==> config.mk <==
export PLATFORM = sky130hd
export DESIGN_NAME = seg7_scan
export DESIGN_NICKNAME = d
export VERILOG_FILES = /design/src/rtl/seg7_scan.sv
export SDC_FILE = /design/constraint.sdc
export NUM_CORES = 1
export LEC_CHECK = 0
export ABC_CLOCK_PERIOD_IN_PS = 2800
export BUFFER_PORTS_ARGS = -buffer_cell sky130_fd_sc_hd__buf_2
export CAP_MARGIN = 20
export CORE_MARGIN = 2
export CORE_UTILIZATION = 53
export DETAILED_ROUTE_END_ITERATION = 8
export HOLD_SLACK_MARGIN = 0.03
export PLACE_DENSITY = 0.78
export SLEW_MARGIN = 20
export SYNTH_ARGS = -nofsm -noshare
export SYNTH_HDL_FRONTEND = slang
export SYNTH_SLANG_ARGS = --single-unit
==> constraint.sdc <==
create_clock -name clk -period 2.8 [get_ports clk]
set_input_delay 0.28 -clock clk [delete_from_list [all_inputs] [get_ports clk]]
set_output_delay 0.28 -clock clk [all_outputs]
set_load 0.005 [all_outputs]
==> src/rtl/seg7_scan.sv <==
// Four-digit multiplexed hex display driver with frame-synchronous shadow latching.
// Optional macro SEG7_DP_EN adds per-digit decimal-point control from ctrl[7:4].
module seg7_scan #(
   parameter int PRESCALE = 250
) (
   input  logic       clk,
   input  logic       reset,
   input  logic [7:0] data_lo,
   input  logic [7:0] data_hi,
   input  logic [7:0] ctrl,
   output logic [3:0] an,
   output logic [6:0] seg,
   output logic       dp,
   output logic       frame_int
);

   localparam int PW = (PRESCALE > 1) ? $clog2(PRESCALE) : 1;

   logic [PW-1:0] pcnt;
   logic [1:0]    idx;
   logic [7:0]    sh_lo;
   logic [7:0]    sh_hi;
   logic [3:0]    sh_en;
   logic          tick;
   logic          boundary;
   logic [3:0]    nib;
   logic          lit;
   logic [6:0]    seg_dec;

`ifdef SEG7_DP_EN
   logic [3:0]    sh_dp;
`else
   logic          unused_ctrl_dp;
   assign unused_ctrl_dp = &{1'b0, ctrl[7:4]};
`endif

   assign tick     = (pcnt == PW'(PRESCALE - 1));
   assign boundary = tick && (idx == 2'd3);

   always_comb begin
      nib = 4'h0;
      case (idx)
         2'd0:    nib = sh_lo[3:0];
         2'd1:    nib = sh_lo[7:4];
         2'd2:    nib = sh_hi[3:0];
         default: nib = sh_hi[7:4];
      endcase
      lit = sh_en[idx];
   end

   // Segment patterns are {g,f,e,d,c,b,a}, active-low.
   always_comb begin
      seg_dec = 7'h7F;
      case (nib)
         4'h0: seg_dec = 7'h40;
         4'h1: seg_dec = 7'h79;
         4'h2: seg_dec = 7'h24;
         4'h3: seg_dec = 7'h30;
         4'h4: seg_dec = 7'h19;
         4'h5: seg_dec = 7'h12;
         4'h6: seg_dec = 7'h02;
         4'h7: seg_dec = 7'h78;
         4'h8: seg_dec = 7'h00;
         4'h9: seg_dec = 7'h10;
         4'hA: seg_dec = 7'h08;
         4'hB: seg_dec = 7'h03;
         4'hC: seg_dec = 7'h46;
         4'hD: seg_dec = 7'h21;
         4'hE: seg_dec = 7'h06;
         default: seg_dec = 7'h0E;
      endcase
   end

   always_ff @(posedge clk) begin
      if (reset) begin
         pcnt      <= '0;
         idx       <= 2'd0;
         sh_lo     <= 8'h00;
         sh_hi     <= 8'h00;
         sh_en     <= 4'h0;
`ifdef SEG7_DP_EN
         sh_dp     <= 4'h0;
`endif
         an        <= 4'b1111;
         seg       <= 7'h7F;
         dp        <= 1'b1;
         frame_int <= 1'b0;
      end else begin
         pcnt <= tick ? '0 : pcnt + 1'b1;
         if (tick)
            idx <= idx + 2'd1;
         frame_int <= boundary;
         // Shadow copies change only here so a frame never shows mixed data.
         if (boundary) begin
            sh_lo <= data_lo;
            sh_hi <= data_hi;
            sh_en <= ctrl[3:0];
`ifdef SEG7_DP_EN
            sh_dp <= ctrl[7:4];
`endif
         end
         if (lit) begin
            an  <= ~(4'b0001 << idx);
            seg <= seg_dec;
`ifdef SEG7_DP_EN
            dp  <= ~sh_dp[idx];
`else
            dp  <= 1'b1;
`endif
         end else begin
            an  <= 4'b1111;
            seg <= 7'h7F;
            dp  <= 1'b1;
         end
      end
   end

endmodule

* After elaboration in Yosys (flattened, before gate mapping)
Memories as Yosys holds them, arrays and structs flattened. A register that Yosys moved wholly into a read port is not among the register bits.
Cells that the tools add are included.
** Cells by class
- Magnitude comparators :: 1
- Equality and inequality tests :: 4
- Bitwise logic cells :: 2
- Divide/modulo/power cells :: 0
- Muxes and demuxes :: 3
- Multipliers :: 0
- $add $sub $neg :: 2
- Reduce and logical (&&, ||, !) cells :: 4
- Shifts and indexed selects :: 1
** Operators by type and width (count)
- case mux 4 bit (3 select lines) :: 1
- adder 8 x 1 -> 8 bit, second input constant :: 1
- == test 8 bit, second input constant :: 1
- == test 2 bit, second input constant :: 2
- inverter 4 bit :: 1
- OR reduction 2 bit :: 2
- << shifter 1 x 2 -> 4 bit, first input constant :: 1
- less-than comparator 2 x 3 -> 1 bit, second input constant :: 1
- adder 2 x 1 -> 2 bit, second input constant :: 1
- binary-select mux 1 bit (select 2 bit) :: 1
- == test 2 x 1 -> 1 bit, second input constant :: 1
- logical NOT 2 bit :: 1
- logical AND 1 bit :: 1
- two-way mux 1 bit :: 1
- inverter 1 bit :: 1
** Word-level totals
- Output and inout bits :: 13
- Latch bits :: 0
- Input bits :: 26
- Register bits after elaboration :: 35
- Memories :: 1
- Bits in writable memories :: 0
- Bits in read-only memories :: 112
** Memory list
- (no name shown) :: depth 16, bits a word 7, rd ports 1, clocked after memory_dff 1, wr ports 0, line 54 : case (nib)

* Depth between registers and ports, before layout
Gate-level depths: netlist of run 1.
- Depth after elaboration :: 4
- Depth in mapped cells :: 9
- Mapped depth without buffers :: 9

* Worst setup path after synthesis of run 1
No wires, ideal clock.
- Kind :: reg2reg
- Start :: register idx[0]
- End :: register seg[3]
- Required time :: 2.719 ns
- Buffers on the path :: 0
- Path slack :: 0.711 ns
- Stages on the path, launching flop included :: 10
- Arrival time :: 2.008 ns
- Setup time :: 0.081 ns
- Period minus slack after synthesis :: 2.089 ns
- Path through :: dfxtp_1 inv_1 ha_1 a222oi_1 a21oi_1 inv_1 ha_1 a211oi_1 a2111oi_1 a41oi_1
** Between the ends
- Word-level cells in the longest chain between the ends :: 4
- Elaborated cells between the ends (all ways) :: 8
- Classes of those cells :: eq/ne: 2; mux: 3; bitwise: 1; reduce/logical: 2
** RTL lines
- start: declaration :: line 20 : logic [1:0] idx;
- start signal: assignment :: line 91 : idx <= idx + 2'd1;
- binary-select mux 1 bit (select 2 bit) :: line 48 : lit = sh_en[idx];
- two-way mux 1 bit (implied by the code) :: line 48
- inverter 1 bit (no line)
- OR reduction 2 bit (no line)
- end: declaration :: line 12 : output logic [6:0] seg,
Several ways; a longest one is shown, not always the timed one. The select of a mux whose other input is x is not followed.
A chain may end at the register's enable or synchronous reset.

* Worst setup path in the final report of run 1
Same ends and word-level chain as after synthesis.

==> results by group, run 1 <==
Synth
  • Post-synth EDFFs: 0
  • Total of warnings raised by yosys: 0
  • Top flip-flop cell by instance count after synthesis: sky130_fd_sc_hd__dfxtp_1
  • Proportion of synthesized flip-flops having asynchronous set or reset: 0
  • Number of distinct library cells after synthesis: 40
  • Post-synthesis instance total: 213
  • Net count after synthesis: 252
  • Area of the mapped netlist: 0.00188 mm^2
  • Cell types with the largest area share after synthesis: sky130_fd_sc_hd__dfxtp_1 (45%), sky130_fd_sc_hd__ha_1 (8.6%), sky130_fd_sc_hd__a21oi_1 (6.6%)
  • Sequential cell area fraction in the yosys report: 0.446
  • Cell type with the largest total area after synthesis: sky130_fd_sc_hd__dfxtp_1
  • Post-synthesis register bit count: 42
  • Portion of synthesized cell area occupied by the leading cell type: 0.446
  • Post-synthesis area per instance: 8.85 um^2

STA
  • Tightest Pin Transition: 0.751 ns
  • RSZ-0062 raised after global routing: no
  • Max-slew violation count: 0
  • Endpoints failing setup: 0
  • Shortest clock period the worst path allows after layout: 2.42 ns
  • Summed negative setup slack over all endpoints: 0 ns
  • Relative slew slack: 0.498
  • Highest Clock Rate: 413 MHz
  • Hold Violations, Final: 0
  • Post-route fraction of the period consumed by the critical path: 0.865
  • Post-Route Skew: 0.00590 ns

Setup path
  • Critical Path Source Type: flop
  • Worst path arrival time: 2.62 ns
  • Kind of end point of the critical path: flop
  • Required @ worst endpoint: 3.00 ns
  • CP delay by family, top: compound AO/OA/AOI/OAI gates
  • Delay of the slowest critical-path stage: 0.50 ns
  • Worst Path Class, Setup: flop to flop
  • Slowest CP cell: sky130_fd_sc_hd__dfxtp_1
  • Register-to-Register Setup Slack: 0.38 ns
  • Bufs and invs on worst path: 2
  • Largest fanout on the critical path: 7
  • Worst-path cell chain: ha_1, inv_2, a21oi_1, inv_1, ha_1, a211oi_1, a2111oi_1, a41oi_1
  • Cell repeated most along the worst path: sky130_fd_sc_hd__ha_1

Pwr
  • Worst supply voltage drop on vdd: 0.323 mV
  • Internal power: 805 uW
  • Part of the total power dissipated in the clock network: 0.371
  • Switch share: 0.202
  • Combinational cell fraction of total power: 0.028
  • Sequential cell fraction of total power: 0.601
  • Power Dens Cells: 472 mW/mm^2
  • Net Switching: 203 uW
  • Leak pwr: 0.801 nW

Floorplanning
  • Boundary pin count: 39
  • DIE WIDTH: 63.6 um
  • Die height: 63.6 um
  • Area of the die: 0.00405 mm^2
  • Number of core rows: 21
  • Initial Utilization: 0.560
  • Area of the core: 0.00336 mm^2

Drt
  • Vias: 1545
  • Total wire length: 3630 um
  • Number of detailed-route iterations in the first pass: 4
  • DR iter-0 viols: 125
  • Final routed DRC violation total: 0
  • Remaining antenna violation count after routing: 0
  • Drt wl/cell: 12.6 um
  • Ratio of routed vias to standard cells: 5.35

Global routing
  • Largest net degree at the start of global routing: 27
  • Number of global-route vias before repair: 1379
  • All-Layer GR Usage: 0.194
  • Number of antenna violations at the first check in global routing: 0
  • Total gr overflow: 0
  • First-pass GRT wire length: 6090 um

CTS
  • Clock tree from TritonCTS: done
  • Clock tree buffer depth: 2
  • Root buffer cell: sky130_fd_sc_hd__clkbuf_4
  • Latest clock arrival within the worst-skew pair: 0.35 ns
  • Gates resized, CTS repair: 0
  • Clock Sink Count: 42
  • Number of buffers created by CTS: 5
  • Post CTS Setup Buffer Count: 0
  • Clock transition at the registers of the reported paths: 0.12 ns
  • Post-cts hold buffer count: 0
  • H-Tree Depth: 2

Final layout
  • Final std cell area, no fill: 0.00214 mm^2
  • Most frequent standard cell in the layout excluding fill and tap cells: sky130_fd_sc_hd__dfxtp_1
  • Count of filler cells inserted in the layout: 325
  • Area growth syn-to-layout: 13.5%
  • Number of diodes added for antenna fixing: 0
  • Final net count: 281
  • Utilization after layout: 0.636
  • Proportion of layout cells with a drive suffix above 1: 0.198
  • Most used cells in the layout excluding fill and tap cells: sky130_fd_sc_hd__dfxtp_1 (42), sky130_fd_sc_hd__buf_2 (33), sky130_fd_sc_hd__nand2_1 (31)

Placement
  • Post-detailed-placement cell area: 0.00206 mm^2
  • Placer's final routability congestion estimate: 0.879
  • Estimated wirelength of the detail-placed design: 2540 um
  • Count of buffers inserted at the top-level ports: 33

Min path
  • Type of the tightest min-delay check: input port to flop

Status
  • Run status: complete, no violations

Run
  • Max-cap violation count: 0
[cells in the mapped netlist (2+ instances only)]
cell type                  number
sky130_fd_sc_hd__dfxtp_1       42
sky130_fd_sc_hd__nand2_1       31
sky130_fd_sc_hd__a21oi_1       25
sky130_fd_sc_hd__nand3_1       24
sky130_fd_sc_hd__nor2_1        14
sky130_fd_sc_hd__ha_1          13
sky130_fd_sc_hd__inv_1          6
sky130_fd_sc_hd__buf_2          5
sky130_fd_sc_hd__clkbuf_1       5
sky130_fd_sc_hd__xnor2_1        5
sky130_fd_sc_hd__mux2i_1        4
sky130_fd_sc_hd__o221ai_1       4
sky130_fd_sc_hd__nor2b_1        3
sky130_fd_sc_hd__xor2_1         3
sky130_fd_sc_hd__a222oi_1       2
sky130_fd_sc_hd__a22oi_1        2
sky130_fd_sc_hd__buf_1          2
[kinds of logic (layout without fill, tap and decap cells)]
group / after synthesis / in the layout / share of synthesized area
mux: 5 / 5 / 0.0332
other cells: 1 / 1 / 0.00199
xor+xnor: 8 / 8 / 0.0372
compound gates: 43 / 43 / 0.152
fa+ha+maj: 13 / 13 / 0.0863
buf+inv: 21 / 51 / 0.0471
flops: 42 / 42 / 0.446
simple gates: 80 / 80 / 0.196
[per-stage QoR]
stage	power, mW	hold slack [ns]	worst slack [ns]	instances
floorplan	0.632	0.427	0.711	213
global placement	0.647	0.443	0.514	281
detailed placement	0.648	0.448	0.462	281
CTS	1.02	0.149	0.392	289
global route	1.05	0.139	0.197	289
finish	1.01	0.164	0.378	289
[final timing paths]
path / from / endpoint / cells past startpoint
max: idx[0]$_SDFFE_PP0P_ / seg[3]$_SDFF_PP1_ / 8
min reg2reg: sh_en[2]$_SDFFE_PP0P_ / sh_en[2]$_SDFFE_PP0P_ / 2
min: data_hi[7] / sh_hi[7]$_SDFFE_PP0P_ / 3
max reg2reg: idx[0]$_SDFFE_PP0P_ / seg[3]$_SDFF_PP1_ / 8
[registers in the layout (all words and copies together) (netlist names)]
name	count
sh_lo	8
frame_int	1
sh_en	4
seg	7
pcnt	8
an	4
sh_hi	8
idx	2
[area by class of cell]
type | count | area (um^2) | share of cell area
inverter | 8 | 30.0 | 0.0140
clock buffer | 7 | 45.0 | 0.0211
multi-input combinational | 150 | 955 | 0.446
clock inverter | 1 | 30.0 | 0.0140
timing repair buffer | 35 | 180 | 0.0843
sequential | 42 | 841 | 0.393
tap | 46 | 57.6 | 0.0269
[tightest hold or removal path: cells and delay by family]
family,cells,cell delay [ns]
AO/OA/AOI/OAI,1,0.05
buffers and inverters,1,0.09
AND/OR/NAND/NOR,1,0.05
[routing by layer]
metal  wire [um]  global-route usage  vias to the layer above
met5           0                   0                        -
met4          59              0.0842                        0
met3         172              0.0536                        7
met2        1730               0.318                       38
met1        1680               0.236                      705
li1            -                   -                      795
[power groups by stage]
stage / Sequential (mW) / Clock (mW) / Combinational [mW]
2_1_floorplan: 0.618 / 0 / 0.0145
3_5_place_dp: 0.619 / 0 / 0.0288
3_3_place_gp: 0.619 / 0 / 0.0286
4_1_cts: 0.605 / 0.386 / 0.0290
5_1_grt: 0.606 / 0.411 / 0.0326
6_report: 0.606 / 0.374 / 0.0286
Power figures use the tool's default switching activity.
==> run 2, diff against run 1 <==
--- a/config.mk
+++ b/config.mk
@@ -5,11 +5,12 @@
 export SDC_FILE = /design/constraint.sdc
 export NUM_CORES = 1
 export LEC_CHECK = 0
+export ABC_AREA = 1
 export ABC_CLOCK_PERIOD_IN_PS = 2800
 export BUFFER_PORTS_ARGS = -buffer_cell sky130_fd_sc_hd__buf_2
 export CAP_MARGIN = 20
 export CORE_MARGIN = 2
-export CORE_UTILIZATION = 53
+export CORE_UTILIZATION = 54
 export DETAILED_ROUTE_END_ITERATION = 8
 export HOLD_SLACK_MARGIN = 0.03
 export PLACE_DENSITY = 0.78
==> run 2 against run 1 <==
Against the previous run: critical path depth grew 3; final cell count increased by 21%; die area is 4.4% higher; sequential cell count unchanged; total power rose by 2.9%; first-iteration DRC count rose by 25%; critical path type unchanged.
==> results by group, run 2 <==
Final layout
  • Leading registers by flop count: pcnt: 8 flops, sh_hi: 8 flops, sh_lo: 8 flops (unchanged)
  • Reg area: 841 um^2 (unchanged)
  • Proportion of layout cells with a drive suffix above 1: 0.172 (was 0.198)
  • Most used cells in the layout excluding fill and tap cells: sky130_fd_sc_hd__nand2_1 (73), sky130_fd_sc_hd__nand3_1 (44), sky130_fd_sc_hd__dfxtp_1 (42) (was sky130_fd_sc_hd__dfxtp_1 (42), sky130_fd_sc_hd__buf_2 (33), sky130_fd_sc_hd__nand2_1 (31))
  • Number of diodes added for antenna fixing: 0 (unchanged)
  • Area used by multi-input combinational logic: 0.00102 mm^2 (was 955 um^2)
  • Most frequent standard cell in the layout excluding fill and tap cells: sky130_fd_sc_hd__nand2_1 (was sky130_fd_sc_hd__dfxtp_1)
  • Utilization after layout: 0.627 (was 0.636)
  • Area growth syn-to-layout: 12.6% (was 13.5%)
  • Final net count: 341 (was 281)
  • Count of filler cells inserted in the layout: 343 (was 325)

Min path
  • Startpoint of the most critical hold path: ctrl[0] (was data_hi[7])
  • Number of cells on the worst hold path: 3 (unchanged)
  • Endpoint with the worst hold slack: sh_en[0]$_SDFFE_PP0P_ (was sh_hi[7]$_SDFFE_PP0P_)
  • Type of the tightest min-delay check: input port to flop (unchanged)

Synth
  • Post-synthesis register bit count: 42 (unchanged)
  • Post-synthesis instance total: 271 (was 213)
  • Proportion of synthesized flip-flops having asynchronous set or reset: 0 (unchanged)
  • Number of distinct library cells after synthesis: 27 (was 40)
  • Area of the mapped netlist: 0.00201 mm^2 (was 0.00188 mm^2)
  • Sequential cell area fraction in the yosys report: 0.418 (was 0.446)
  • Cell type with the largest total area after synthesis: sky130_fd_sc_hd__dfxtp_1 (unchanged)
  • Post-synth EDFFs: 0 (unchanged)
  • Top flip-flop cell by instance count after synthesis: sky130_fd_sc_hd__dfxtp_1 (unchanged)
  • Most instantiated library cell after synthesis: sky130_fd_sc_hd__nand2_1 (was sky130_fd_sc_hd__dfxtp_1)
  • Net count after synthesis: 310 (was 252)
  • Total of warnings raised by yosys: 0 (unchanged)
  • Cell types with the largest area share after synthesis: sky130_fd_sc_hd__dfxtp_1 (42%), sky130_fd_sc_hd__nand2_1 (14%), sky130_fd_sc_hd__nand3_1 (11%) (was sky130_fd_sc_hd__dfxtp_1 (45%), sky130_fd_sc_hd__ha_1 (8.6%), sky130_fd_sc_hd__a21oi_1 (6.6%))
  • Post-synthesis area per instance: 7.41 um^2 (was 8.85 um^2)
  • Portion of synthesized cell area occupied by the leading cell type: 0.418 (was 0.446)
  • Post-synth top cells: sky130_fd_sc_hd__nand2_1 (73), sky130_fd_sc_hd__nand3_1 (44), sky130_fd_sc_hd__dfxtp_1 (42), sky130_fd_sc_hd__a21oi_1 (29), sky130_fd_sc_hd__inv_1 (18) (was sky130_fd_sc_hd__dfxtp_1 (42), sky130_fd_sc_hd__nand2_1 (31), sky130_fd_sc_hd__a21oi_1 (25), sky130_fd_sc_hd__nand3_1 (24), sky130_fd_sc_hd__nor2_1 (14))

Placement
  • Estimated wirelength of the detail-placed design: 2830 um (was 2540 um)
  • Count of buffers inserted at the top-level ports: 33 (unchanged)
  • Placer's final routability congestion estimate: 0.922 (was 0.879)

CTS
  • Clock tree from TritonCTS: done (unchanged)
  • Clock Sink Count: 42 (unchanged)
  • Clock tree buffer depth: 2 (unchanged)
  • Latest clock arrival within the worst-skew pair: 0.30 ns (was 0.35 ns)
  • Post CTS Setup Buffer Count: 0 (unchanged)
  • Number of buffers created by CTS: 5 (unchanged)
  • Gates resized, CTS repair: 0 (unchanged)
  • Post-cts hold buffer count: 0 (unchanged)
  • Clock transition at the registers of the reported paths: 0.07 ns (was 0.12 ns)
  • H-Tree Depth: 2 (unchanged)
  • Root buffer cell: sky130_fd_sc_hd__clkbuf_8 (was sky130_fd_sc_hd__clkbuf_4)

Floorplanning
  • Area of the core: 0.00361 mm^2 (was 0.00336 mm^2)
  • Boundary pin count: 39 (unchanged)
  • DIE WIDTH: 65 um (was 63.6 um)
  • Area of the die: 0.00423 mm^2 (was 0.00405 mm^2)
  • Initial Utilization: 0.557 (was 0.560)
  • Number of core rows: 22 (was 21)
  • Die height: 65 um (was 63.6 um)

Global routing
  • Total gr overflow: 0 (unchanged)
  • Number of antenna violations at the first check in global routing: 0 (unchanged)
  • Number of global-route vias before repair: 1660 (was 1379)
  • First-pass GRT wire length: 6960 um (was 6090 um)
  • Largest net degree at the start of global routing: 23 (was 27)
  • All-Layer GR Usage: 0.213 (was 0.194)

Setup path
  • Endpoint of the worst register-to-register path: seg[3]$_SDFF_PP1_ (unchanged)
  • Worst reg-to-reg path cell count: 11 (was 8)
  • Worst path arrival time: 2.40 ns (was 2.62 ns)
  • Largest fanout on the critical path: 6 (was 7)
  • Required @ worst endpoint: 3.04 ns (was 3.00 ns)
  • Worst Path Class, Setup: flop to flop (unchanged)
  • Register-to-Register Setup Slack: 0.63 ns (was 0.38 ns)
  • Critical Path Source Type: flop (unchanged)
  • Reg-to-Reg Start: idx[0]$_SDFFE_PP0P_ (unchanged)
  • Kind of end point of the critical path: flop (unchanged)

STA
  • Summed negative setup slack over all endpoints: 0 ns (unchanged)
  • Worst Hold Slack: 0.232 ns (was 0.164 ns)
  • Hold Violations, Final: 0 (unchanged)
  • Endpoints failing setup: 0 (unchanged)
  • Max-slew violation count: 0 (unchanged)
  • Tightest Pin Transition: 0.755 ns (was 0.751 ns)
  • Post-route fraction of the period consumed by the critical path: 0.774 (was 0.865)
  • Highest Clock Rate: 462 MHz (was 413 MHz)
  • RSZ-0062 raised after global routing: no (unchanged)
  • Relative slew slack: 0.495 (was 0.498)
  • Post-Route Skew: 0.00627 ns (was 0.00590 ns)
  • Shortest clock period the worst path allows after layout: 2.17 ns (was 2.42 ns)

Pwr
  • Sequential cell fraction of total power: 0.581 (was 0.601)
  • Switch share: 0.217 (was 0.202)
  • Combinational cell fraction of total power: 0.028 (about the same)
  • Net Switching: 225 uW (was 203 uW)
  • Power Dens Cells: 459 mW/mm^2 (was 472 mW/mm^2)
  • Worst supply voltage drop on vdd: 0.316 mV (was 0.323 mV)
  • Internal power: 813 uW (was 805 uW)
  • Leak pwr: 0.930 nW (was 0.801 nW)
  • Part of the total power dissipated in the clock network: 0.391 (was 0.371)

Drt
  • Number of detailed-route iterations in the first pass: 4 (unchanged)
  • Remaining antenna violation count after routing: 0 (unchanged)
  • Drt wl/cell: 11.2 um (was 12.6 um)
  • Ratio of routed vias to standard cells: 5.06 (was 5.35)
  • Vias: 1776 (was 1545)
  • DR iter-0 viols: 156 (was 125)
  • Total wire length: 3940 um (was 3630 um)
  • Final routed DRC violation total: 0 (unchanged)

Status
  • Run status: complete, no violations (unchanged)

Run
  • Max-cap violation count: 0 (unchanged)
==> run 2: cell count changes after synthesis, moves of 4 or more <==
cell | previous run | this run
sky130_fd_sc_hd__a21oi_1 | 25 | 29
sky130_fd_sc_hd__o221ai_1 | 4 | 0
sky130_fd_sc_hd__inv_1 | 6 | 18
sky130_fd_sc_hd__o21ai_0 | 0 | 5
sky130_fd_sc_hd__nand3_1 | 24 | 44
sky130_fd_sc_hd__xnor2_1 | 5 | 0
sky130_fd_sc_hd__mux2i_1 | 4 | 0
sky130_fd_sc_hd__nand2_1 | 31 | 73
==> run 2: cells by family (layout without fill, tap and decap cells) <==
kind of cell / count (synthesis) / count (layout) / share of synthesized area
simple gates: 147 / 147 / 0.325
flops: 42 / 42 / 0.418
fa+ha+maj: 13 / 13 / 0.0809
buf+inv: 31 / 63 / 0.0747
compound gates: 37 / 37 / 0.0990
other cells: 1 / 1 / 0.00187
==> run 2: routing by layer <==
layer | track usage | vias to the layer above | routed length, um
met5 | 0 | - | 0
met4 | 0.101 | 0 | 76
met3 | 0.0417 | 8 | 136
met2 | 0.387 | 27 | 1980
met1 | 0.236 | 801 | 1750
li1 | - | 940 | -
==> run 2: through the flow <==
| stage | power (mW) | instance area, um^2 | instances | setup WS, ns |
|---|---|---|---|---|
| global placement | 0.645 | 2170 | 343 | 0.727 |
| global route | 1.07 | 2260 | 351 | 0.381 |
| finish | 1.04 | 2260 | 351 | 0.634 |
| floorplan | 0.630 | 2010 | 271 | 0.992 |
| CTS | 1.04 | 2260 | 351 | 0.655 |
| detailed placement | 0.647 | 2170 | 343 | 0.695 |
==> run 2: how the worst max path moves through the flow <==
stage          slack [ns]                 from           endpoint  cells past startpoint
6_report             0.63  idx[0]$_SDFFE_PP0P_  seg[3]$_SDFF_PP1_                     11
3_3_place_gp         0.73  idx[0]$_SDFFE_PP0P_  seg[3]$_SDFF_PP1_                     11
5_1_grt              0.38  idx[0]$_SDFFE_PP0P_  seg[3]$_SDFF_PP1_                     11
2_1_floorplan        0.99  idx[0]$_SDFFE_PP0P_  seg[3]$_SDFF_PP1_                     11
3_5_place_dp         0.69  idx[0]$_SDFFE_PP0P_  seg[3]$_SDFF_PP1_                     11
4_1_cts              0.65  idx[0]$_SDFFE_PP0P_  seg[3]$_SDFF_PP1_                     11
==> run 2: final cells by class <==
class                      instances  area share
clock buffer                       7      0.0382
timing repair buffer              34      0.0763
tap                               48      0.0265
multi-input combinational        198       0.450
inverter                          21      0.0348
clock inverter                     1     0.00221
sequential                        42       0.372
==> run 2: power groups by stage <==
stage,registers [mW],clock network [mW],logic [mW]
floorplan,0.617,0,0.0125
finish,0.604,0.405,0.0290
CTS,0.604,0.408,0.0295
global placement,0.618,0,0.0277
detailed placement,0.618,0,0.0294
global route,0.604,0.436,0.0328
==> run 2: critical path: stages, from the launching register on <==
cell and delay [ns]:
sky130_fd_sc_hd__dfxtp_1 0.45, sky130_fd_sc_hd__inv_1 0.15, sky130_fd_sc_hd__ha_1 0.30, sky130_fd_sc_hd__nand2_1 0.09, sky130_fd_sc_hd__nand2_1 0.07, sky130_fd_sc_hd__o21bai_1 0.37
sky130_fd_sc_hd__ha_1 0.33, sky130_fd_sc_hd__inv_1 0.06, sky130_fd_sc_hd__nand3_1 0.07, sky130_fd_sc_hd__nand3_1 0.10, sky130_fd_sc_hd__nand2_1 0.06, sky130_fd_sc_hd__nand2_1 0.05
==> run 3, diff against run 2 <==
--- a/config.mk
+++ b/config.mk
@@ -6,14 +6,14 @@
 export NUM_CORES = 1
 export LEC_CHECK = 0
 export ABC_AREA = 1
-export ABC_CLOCK_PERIOD_IN_PS = 2800
+export ABC_CLOCK_PERIOD_IN_PS = 1750
 export BUFFER_PORTS_ARGS = -buffer_cell sky130_fd_sc_hd__buf_2
 export CAP_MARGIN = 20
 export CORE_MARGIN = 2
-export CORE_UTILIZATION = 54
+export CORE_UTILIZATION = 49
 export DETAILED_ROUTE_END_ITERATION = 8
 export HOLD_SLACK_MARGIN = 0.03
-export PLACE_DENSITY = 0.78
+export PLACE_DENSITY = 0.75
 export SLEW_MARGIN = 20
 export SYNTH_ARGS = -nofsm -noshare
 export SYNTH_HDL_FRONTEND = slang
==> constraint.sdc (replaced) <==
create_clock -name clk -period 1.75 [get_ports clk]
set_input_delay 0.175 -clock clk [delete_from_list [all_inputs] [get_ports clk]]
set_output_delay 0.175 -clock clk [all_outputs]
set_load 0.005 [all_outputs]
==> run 3 against run 2 <==
Against the previous run: global-route usage is 0.52 points higher; largest cell class unchanged; sequential share of layout area decreased by 3.7 points; largest power group unchanged; critical endpoint is now seg[0]$_SDFF_PP1_; via count increased by 5.1%; worst setup slack got worse by 0.55 ns.
==> results by group, run 3 (synthesis results as in run 2) <==
Setup path
  • Required @ worst endpoint: 1.95 ns (was 3.04 ns)
  • CP Launch Point: idx[0]$_SDFFE_PP0P_ (unchanged)
  • Delay of the slowest critical-path stage: 0.38 ns (was 0.45 ns)
  • CP delay by family, top: simple AND/OR/NAND/NOR gates (was adder cells)
  • Largest fanout on the critical path: 6 (unchanged)
  • Critical Path Source Type: flop (unchanged)
  • Worst-path cell chain: ha_4, inv_2, or2_4, o21ai_4, buf_6, buf_4, ha_1, nand3_2, nand2_1, nand2_1, nand3_2 (was inv_1, ha_1, nand2_1, nand2_1, o21bai_1, ha_1, inv_1, nand3_1, nand3_1, nand2_1, nand2_1)
  • Slowest CP cell: sky130_fd_sc_hd__dfxtp_4 (was sky130_fd_sc_hd__dfxtp_1)
  • Worst Path Class, Setup: flop to flop (unchanged)
  • Worst path arrival time: 1.86 ns (was 2.40 ns)
  • Reg-to-Reg Start: idx[0]$_SDFFE_PP0P_ (unchanged)
  • Bufs and invs on worst path: 3 (was 2)
  • Kind of end point of the critical path: flop (unchanged)

Drt
  • Final routed DRC violation total: 0 (unchanged)
  • Total wire length: 4430 um (was 3940 um)
  • DR iter-0 viols: 122 (was 156)
  • Remaining antenna violation count after routing: 0 (unchanged)
  • Vias: 1866 (was 1776)
  • Drt wl/cell: 11.9 um (was 11.2 um)
  • Ratio of routed vias to standard cells: 5.02 (was 5.06)
  • Number of detailed-route iterations in the first pass: 4 (unchanged)

CTS
  • Number of buffers created by CTS: 5 (unchanged)
  • Clock Sink Count: 42 (unchanged)
  • Post-cts hold buffer count: 0 (unchanged)
  • H-Tree Depth: 2 (unchanged)
  • Latest clock arrival within the worst-skew pair: 0.30 ns (about the same)
  • Clock tree buffer depth: 2 (unchanged)
  • Clock tree from TritonCTS: done (unchanged)
  • Root buffer cell: sky130_fd_sc_hd__clkbuf_8 (unchanged)
  • Clock transition at the registers of the reported paths: 0.08 ns (was 0.07 ns)

Pwr
  • Power Dens Cells: 657 mW/mm^2 (was 459 mW/mm^2)
  • Tot Pwr: 1.66 mW (was 1.04 mW)
  • Worst supply voltage drop on vdd: 0.438 mV (was 0.316 mV)
  • Leak pwr: 1.03 nW (was 0.930 nW)

Final layout
  • Number of standard cells in the layout, taps in and fillers out: 372 (was 351)
  • Leading registers by flop count: pcnt: 8 flops, sh_hi: 8 flops, sh_lo: 8 flops (unchanged)
  • Area growth syn-to-layout: 26.2% (was 12.6%)
  • Most used cells in the layout excluding fill and tap cells: sky130_fd_sc_hd__nand2_1 (66), sky130_fd_sc_hd__nand3_1 (42), sky130_fd_sc_hd__dfxtp_1 (40) (was sky130_fd_sc_hd__nand2_1 (73), sky130_fd_sc_hd__nand3_1 (44), sky130_fd_sc_hd__dfxtp_1 (42))
  • Most frequent standard cell in the layout excluding fill and tap cells: sky130_fd_sc_hd__nand2_1 (unchanged)
  • Count of filler cells inserted in the layout: 363 (was 343)
  • Utilization after layout: 0.638 (was 0.627)
  • Number of diodes added for antenna fixing: 0 (unchanged)
  • Final net count: 360 (was 341)
  • Proportion of layout cells with a drive suffix above 1: 0.289 (was 0.172)
  • Area used by multi-input combinational logic: 0.00113 mm^2 (was 0.00102 mm^2)
  • Reg area: 848 um^2 (was 841 um^2)

Placement
  • Count of buffers inserted at the top-level ports: 33 (unchanged)
  • Placer's final routability congestion estimate: 1.01 (was 0.922)
  • Estimated wirelength of the detail-placed design: 3250 um (was 2830 um)
  • # placed instances: 362 (was 343)

STA
  • Post-route fraction of the period consumed by the critical path: 0.951 (was 0.774)
  • Hold Violations, Final: 0 (unchanged)
  • Post-Route Skew: 0.00732 ns (was 0.00627 ns)
  • Shortest clock period the worst path allows after layout: 1.66 ns (was 2.17 ns)
  • Highest Clock Rate: 601 MHz (was 462 MHz)
  • Tightest Pin Transition: 0.505 ns (was 0.755 ns)
  • Max-slew violation count: 0 (unchanged)
  • Endpoints failing setup: 0 (unchanged)
  • RSZ-0062 raised after global routing: yes (was no)
  • Worst Hold Slack: 0.129 ns (was 0.232 ns)
  • Relative slew slack: 0.663 (was 0.495)

Global routing
  • Largest net degree at the start of global routing: 22 (was 23)
  • Number of global-route vias before repair: 1801 (was 1660)
  • First-pass GRT wire length: 7480 um (was 6960 um)
  • All-Layer GR Usage: 0.218 (was 0.213)
  • Number of antenna violations at the first check in global routing: 0 (unchanged)
  • Total gr overflow: 0 (unchanged)

Run
  • Max-cap violation count: 0 (unchanged)

Status
  • Run status: complete, no violations (unchanged)

Floorplanning
  • Number of core rows: 23 (was 22)
  • Area of the core: 0.00397 mm^2 (was 0.00361 mm^2)
  • Boundary pin count: 39 (unchanged)
  • DIE WIDTH: 68.0 um (was 65 um)
  • Initial Utilization: 0.506 (was 0.557)
  • Die height: 68.0 um (was 65 um)
  • Area of the die: 0.00463 mm^2 (was 0.00423 mm^2)

Min path
  • Startpoint of the most critical hold path: data_hi[7] (was ctrl[0])
  • Type of the tightest min-delay check: input port to flop (unchanged)
run 3: cell types whose count changed in the layout (fill, tap and decap cells not counted), sizes merged:
cell  before  now
buf       34   53
run 3: cell type report:
type,count,area share
Inverter,21,0.0331
Clock buffer,7,0.0341
Clock inverter,1,0.00197
Tap cell,50,0.0247
Timing Repair Buffer,53,0.126
Sequential cell,42,0.335
Multi-Input combinational cell,198,0.446
run 3: final timing paths:
kind                      endpoint  slack, ns  cells past startpoint
min          sh_hi[7]$_SDFFE_PP0P_       0.13                      3
min reg2reg  sh_en[2]$_SDFFE_PP0P_       0.47                      2
max reg2reg      seg[0]$_SDFF_PP1_       0.09                     11
max              seg[0]$_SDFF_PP1_       0.09                     11
run 3: tightest hold or removal path, delay by kind of cell:
family | cells | cell delay (ns)
and+or+nand+nor | 1 | 0.06
AOI/OAI and AO/OA | 1 | 0.06
buffers and inverters | 1 | 0.10
run 3: through the flow:
step / cell area [um^2] / setup WS, ns / setup TNS (ns)
5_1_grt: 2530 / -0.0270 / -0.0370
3_5_place_dp: 2310 / -0.0925 / -0.207
6_report: 2530 / 0.0858 / 0
4_1_cts: 2420 / 0.00300 / 0
3_3_place_gp: 2310 / -0.0236 / -0.0236
2_1_floorplan: 2020 / 0.00397 / 0
run 3: report_power, final:
group | internal, mW | switching [mW] | total, mW
logic | 0.0234 | 0.0240 | 0.0474
clock network | 0.318 | 0.337 | 0.655
registers | 0.957 | 0.00529 | 0.963
run 3: metal layers:
| metal | track usage | part of all wire | wire [um] | vias to the layer above |
|---|---|---|---|---|
| met4 | 0.0975 | 0.023 | 100 | 0 |
| met1 | 0.251 | 0.44 | 1930 | 844 |
| met2 | 0.377 | 0.50 | 2210 | 37 |
| li1 | - | - | - | 976 |
| met5 | 0 | 0 | 0 | - |
| met3 | 0.0576 | 0.043 | 191 | 9 |
run 3: timing repair:
| item | CTS | global route |
|---|---|---|
| pin swaps | 1 | 4 |
| buffers inserted | 1 | 1 |
| resized for setup | 6 | 26 |
| setup endpoints to repair | 4 | 7 |
